### src/rtl/cnn_pkg.sv
// cnn_pkg: shared feature type, default geometry and pooling phase encoding
package cnn_pkg;
  localparam int FEAT_W    = 16;
  localparam int ROW_LANES = 30;
  localparam int MAP_ROWS  = 30;
  typedef logic signed [FEAT_W-1:0] feature_t;
  typedef enum logic {POOL_EVEN, POOL_ODD} pool_phase_e;
endpackage

### src/rtl/max2_signed.sv
// max2_signed: combinational two-input signed maximum
// a_i, b_i: operands (two's complement); y_o: the larger one, same width
module max2_signed #(
  parameter int DW = 16
) (
  input  logic [DW-1:0] a_i,
  input  logic [DW-1:0] b_i,
  output logic [DW-1:0] y_o
);
  assign y_o = ($signed(a_i) > $signed(b_i)) ? a_i : b_i;
endmodule

### src/rtl/max_pool_row_pair.sv
// max_pool_row_pair: 2x2 stride-2 signed max pooling over streamed rows
// clk/reset: clock, sync active-high reset; start: new-frame pulse
// valid_in/input_feature: one row of WIDTH lanes per valid cycle
// output_feature/ready_pool: pooled row of WIDTH/2 lanes and its one-cycle strobe
// frame_done: strobe on the last pooled row of a frame; row_count: next input row index
module max_pool_row_pair
  import cnn_pkg::*;
#(
  parameter int WIDTH = ROW_LANES,
  parameter int DW    = FEAT_W,
  parameter int ROWS  = MAP_ROWS
) (
  input  logic                         clk,
  input  logic                         reset,
  input  logic                         start,
  input  logic                         valid_in,
  input  logic [WIDTH:1][DW-1:0]       input_feature,
  output logic [WIDTH/2:1][DW-1:0]     output_feature,
  output logic                         ready_pool,
  output logic                         frame_done,
  output logic [$clog2(ROWS)-1:0]      row_count
);
  localparam int HW = WIDTH / 2;
  localparam int CW = $clog2(ROWS);
  localparam logic [CW-1:0] LAST = CW'(ROWS - 1);
  localparam logic [CW-1:0] ONE  = CW'(1);
  if ((WIDTH % 2 != 0) || (ROWS % 2 != 0)) begin : g_bad_geometry
    $error("max_pool_row_pair: WIDTH and ROWS must both be even");
  end
  logic [HW:1][DW-1:0] h, v, buf_q, buf_d, out_q, out_d;
  logic [CW-1:0] cnt_q, cnt_d;
  pool_phase_e phase_q, phase_d;
  logic ready_q, ready_d, done_q, done_d;
  logic load, emit, last;
  for (genvar k = 1; k <= HW; k++) begin : g_lane
    max2_signed #(.DW(DW)) u_h (
      .a_i(input_feature[2*k-1]),
      .b_i(input_feature[2*k]),
      .y_o(h[k])
    );
    max2_signed #(.DW(DW)) u_v (
      .a_i(buf_q[k]),
      .b_i(h[k]),
      .y_o(v[k])
    );
  end
  // start discards a half-pooled pair, so a row arriving with it always opens a new pair
  assign load = valid_in & (start | (phase_q == POOL_EVEN));
  assign emit = valid_in & ~start & (phase_q == POOL_ODD);
  assign last = cnt_q == LAST;
  always_comb begin
    phase_d = load ? POOL_ODD : ((start | emit) ? POOL_EVEN : phase_q);
    cnt_d   = start ? (valid_in ? ONE : '0) : (valid_in ? (last ? '0 : cnt_q + ONE) : cnt_q);
    buf_d   = load ? h : buf_q;
    out_d   = emit ? v : out_q;
    ready_d = emit;
    done_d  = emit & last;
  end
  always_ff @(posedge clk) begin
    if (reset) begin
      phase_q <= POOL_EVEN;
      cnt_q   <= '0;
      buf_q   <= '0;
      out_q   <= '0;
      ready_q <= 1'b0;
      done_q  <= 1'b0;
    end else begin
      phase_q <= phase_d;
      cnt_q   <= cnt_d;
      buf_q   <= buf_d;
      out_q   <= out_d;
      ready_q <= ready_d;
      done_q  <= done_d;
    end
  end
  assign output_feature = out_q;
  assign ready_pool     = ready_q;
  assign frame_done     = done_q;
  assign row_count      = cnt_q;
endmodule
### config.mk
export PLATFORM = sky130hd
export DESIGN_NAME = max_pool_row_pair
export DESIGN_NICKNAME = d
export VERILOG_FILES = /design/src/rtl/cnn_pkg.sv /design/src/rtl/max2_signed.sv /design/src/rtl/max_pool_row_pair.sv
export SDC_FILE = /design/constraint.sdc
export NUM_CORES = 2
export LEC_CHECK = 0
export CAP_MARGIN = 15
export CORE_ASPECT_RATIO = 0.5
export CORE_MARGIN = 2
export CORE_UTILIZATION = 36
export CTS_CLUSTER_SIZE = 16
export DETAILED_ROUTE_END_ITERATION = 16
export PLACE_DENSITY_LB_ADDON = 0.05
export SYNTH_ARGS = -nofsm -noshare
export SYNTH_HDL_FRONTEND = slang
export SYNTH_HIERARCHICAL = 1
export SYNTH_SLANG_ARGS = --single-unit
### constraint.sdc
create_clock -name clk -period 7.7 [get_ports clk]
set_clock_uncertainty 0.05 [all_clocks]
set_input_delay 1.54 -clock clk [delete_from_list [all_inputs] [get_ports clk]]
set_output_delay 1.54 -clock clk [all_outputs]
set_load 0.01 [all_outputs]
======== After elaboration in Yosys (flattened, before gate mapping) ========
Cells that the tools add are included.
W data, S select, Z words.
storage, ports and cells
  register bits after elaboration ......... 488
  input port bits ......................... 484
  output and inout bits ................... 247
  word-level logic and storage cells ...... 112
cells by class
  add/subtract/negate cells ............... 1
  $lt $le $gt $ge ......................... 30
  eq/ne operators ......................... 1
  mux-type cells .......................... 36
  bitwise operators ....................... 8
  reductions and logical operators ........ 2
operators with widths
  operator               count
  $gt A16 B16 Y1         30
  $mux W16               30
  $mux W5                3
  $add A5 B1 Y5 const B  1
  $eq A5 B5 Y1 const B   1
  $and A1 B1 Y1          4
  $reduce_bool A2 Y1     2
  $mux W1                3
  $not A1 Y1             2
  $or A1 B1 Y1           2

======== Logic depth before layout (Yosys ltp) ========
  depth in word-level cells ............... 6
  gate-level depth with buffers ........... 19
  gate-level depth less buffers ........... 17

======== Modules after synthesis ========
The synthesis kept the hierarchy.
modules (own cells, without submodules)
  module             instances  cells each  area an instance (µm²)  sequential area each (µm²)
  max2_signed        30         78          686.9                   0.0
  max_pool_row_pair  1          1695        17140.2                 9769.4

======== Least setup slack after synthesis ========
No wires, ideal clock.
  path type ............................... input -> register
  start ................................... input port input_feature[219] (netlist name)
  end ..................................... register out_q (netlist bit output_feature[101])
  setup time .............................. 0.117 ns
  data arrival time ....................... 6.321 ns
  data required time ...................... 7.533 ns
  slack ................................... 1.213 ns
  stages on the path ...................... 19
  buffers on the path ..................... 2
  cell sequence ........................... inv_1 ha_1 nand2_1 or4_4 or4_4 nand3_2 mux2i_4 buf_12 mux2_4 inv_1 ha_1 nand2_1 or4_4 or4_4 nand3_2 mux2i_4 buf_12 mux2_4 a22o_1
RTL lines
  what                  RTL line                 source
  start, declared       max_pool_row_pair.sv:17  input logic [WIDTH:1][DW-1:0] input_feature,
  end signal, assigned  max_pool_row_pair.sv:71  out_q <= out_d;
  end, declared         max_pool_row_pair.sv:30  logic [HW:1][DW-1:0] h, v, buf_q, buf_d, out_q, out_d;

==> impl_results.md <==
- Min Tclk post-route: 6.764 ns
- DRT Pass-1 Iters: 5
- FMAX: between 0.1 and 0.15 GHz
- CTS clk-pin slew, worst paths: ~0.060 ns
- # hold bufs at CTS: 0
- CTS Buffer Depth: 3
- RR Endpoint: output_feature[159]
- Post-layout util: approximately 46%
- Initial antenna violation count: 22
- Post-DP HPWL: 88850 um
- Largest cells by area after synthesis: dfxtp_1, ha_1, mux2_4, a21oi_1, a22o_1
- Inst Count DP: 5989
- Worst hold-check path type: flip-flop to flip-flop
- Net Count, Synth: roughly 5k
- DR vias: 32.41k
- Synth async-reset ratio: 0%
- Fillers: 9955
- Total gr overflow: 0
- First-pass GRT wire length: around 190000 um
- Worst Reg2Reg Path Length in Cells: 9
- Critical Path Source Type: input pin
- Average size of a mapped cell: 9.355 sq um
- Min setup slack post-route: 0.9363 ns
- IO Port Bufs: 730
- Top FF cell, synth: dfxtp_1
- WL/cell: 20.53 um
- Top-area cell type share of the netlist area: 25.88%
- Fraction of layout cells with a size suffix above 1: 16.78%
- Final Hold Vio Count: 0
- Largest family of logic cells by synthesized area: compound AO/OA/AOI/OAI gates
- Routed vias/inst: 5.316
- Area Growth Syn to Fin: 26.38%
- Core area: around 100000 sq um
- Setup repair after global routing missed its margin: no
- Antenna Violating Nets Remaining: 0
- Design Area, Final: roughly 48000 sq um
- Post-synth EDFFs: 0
- PostCTS Resize Cnt: 0
- FF-to-FF setup slack: 4.49 ns
- Multiplexer share of the synthesized area: between 10% and 20%
- Area leader, netlist: dfxtp_1
- Most common library cells after synthesis: inv_1, dfxtp_1, ha_1
- Root Driver: clkbuf_16
- Rows: between 80 and 90
- Worst skew pair latency: ~0.63 ns
- Synth Area in Adders: 15.98%
- Post-synthesis sequential area ratio: 25.88%
- Non-filler cells, final: 6096
- Final Cycle Share: 87.84%
- Synth warnings: 6
- Power Density: 176.0 nW/um^2
- Pleak: 21.02 nW
- Peak supply drop: 0.0001611 V
- Cells after Synth: 4035
- DIE AREA: ~110000 sq um
- Critical Path End: output_feature[18]
- Synth Area in Compound Gates: 22.54%
- Relative slew slack: 26.18%
- TritonCTS Sinks: 488
- CTS tree: yes
- Gpl congestion: 0.8515
- Worst-path fanout max: 11
- Status: finished, final reports clean
- Setup slack at placement: 0.2885 ns
- IO Count: approximately 730
- DRC: 0
- Worst slew pin tran: roughly 1.1 ns
- Setup TNS after final layout: 0 ns
- H-tree Lvls: 2
- CTS buffer count: 51
- Mapped Area: about 38000 sq um
- Flop and latch count out of synthesis: 488
- R2r startpoint: buf_q[155]
- Critical Path Start: input_feature[61]
- Most numerous cell in the Yosys netlist: inv_1
- Vias in the first global route: 32.75k
- WP data required: 8.18 ns
- Chip height: 233.0 um
- Crit path arrival time: about 7.2 ns
- DRT Wirelength: 125100 um
- Finish-stage setup viols: 0
- Synth Area in Simple Gates: 7.236%
- XOR/XNOR share of the synthesized area: 0.02320%
- GRT Overall Usage: around 22%
- Hold slack: around 0.43 ns
- Largest net degree at the start of global routing: about 160
- Setup Buffers After CTS: 0
- DRT iter0 DRCs: roughly 1.3k
- Die Wd: 461.9 um
- Slew Viols, Final: 0
- Nets: 5607
- CP Capture Type: flip-flop
- Pwr Total: 8.396 mW
- Starting density of the core: 36.57%
- Dpl cell area: 45950 sq um
- Distinct cells, synth: 37
- Max-Cap Viols: 0
- CP Class: input pin to flip-flop
-- per-layer routing --
metal  global-route usage, %  wire length (um)  up-vias
met5                       0                57        -
met4                   6.362              2915       12
met3                   3.032              4522      141
met2                   41.65             64790      519
met1                   26.48             52860    15770
li1                        -                 -    15960
-- cells in the final DEF (no fill, tap or decap), types with 2 or more instances in the layout --
cell	synthesis	final
clkdlybuf4s50_1	0	727
inv_1	542	542
dfxtp_1	488	488
ha_1	482	482
a21oi_1	453	453
mux2_4	300	300
o21ai_0	270	270
o211ai_1	240	240
a22o_1	240	240
nand2_1	184	184
mux2_2	180	180
buf_4	2	62
nor4_1	61	61
or4_4	60	60
o21bai_1	60	60
clkbuf_16	0	53
nand4_1	32	32
nand3_1	32	32
a311oi_1	32	32
and2b_2	30	30
a21boi_0	30	30
nand3_2	30	30
mux2i_4	30	30
diode_2	0	16
clkbuf_1	169	11
clkinv_2	0	10
clkbuf_8	0	10
buf_12	30	5
bufinv_16	0	4
buf_8	0	3
nand3b_1	2	2
clkinvlp_4	0	2
-- sequential cells by signal, summed over array words and instances (netlist names) --
register and flops:
buf_q 240, output_feature 240, row_count 5, frame_done 1, phase_q 1, ready_pool 1
-- worst max-delay path, stage by stage --
cell and delay (ns):
clkdlybuf4s50_1 0.49, inv_1 0.05, ha_1 0.29, nand2_1 0.09, or4_4 0.54, or4_4 0.55
nand3_2 0.11, mux2i_4 0.52, mux2_2 0.32, inv_1 0.05, ha_1 0.33, nand2_1 0.09
or4_4 0.50, or4_4 0.55, nand3_2 0.12, mux2i_4 0.32, buf_4 0.23, mux2_2 0.36
a22o_1 0.19
-- report_power, final --
part | switching, mW | internal [mW]
clock | 1.14 | 1.48
sequential | 0.100 | 2.66
combinational | 1.46 | 1.56
total | 2.69 | 5.70
-- how the worst min path moves through the flow --
stage                                    from                   to  cells after the start
final                     output_feature[124]  output_feature[124]                      1
after global routing      output_feature[186]  output_feature[186]                      1
after detailed placement   output_feature[48]   output_feature[48]                      1
after floorplan                      buf_q[0]             buf_q[0]                      2
after global placement    output_feature[105]  output_feature[105]                      1
after CTS                 output_feature[209]  output_feature[209]                      1
-- area by class of cell --
type | count | area (sq um) | share of cell area, %
flip-flops and latches | 488 | 9769 | 20.48
diodes | 16 | 40.04 | 0.08393
inverters | 544 | 2054 | 4.307
multi-input cells | 2759 | 24510 | 51.38
clock inverters | 16 | 185.2 | 0.3882
repair buffers | 797 | 7888 | 16.53
well taps | 1402 | 1754 | 3.677
clock buffers | 74 | 1505 | 3.155
-- cells by family (layout without fill, tap and decap cells) --
family,Yosys count,in the layout
multiplexers,510,510
XOR/XNOR,1,1
adder cells (fa/ha/maj),482,482
buffers and inverters,788,1431
AND/OR/NAND/NOR,437,437
AO/OA/AOI/OAI,1329,1329
other,0,16
flip-flops,488,488
Note: power is estimated with default switching activity, not from simulation.
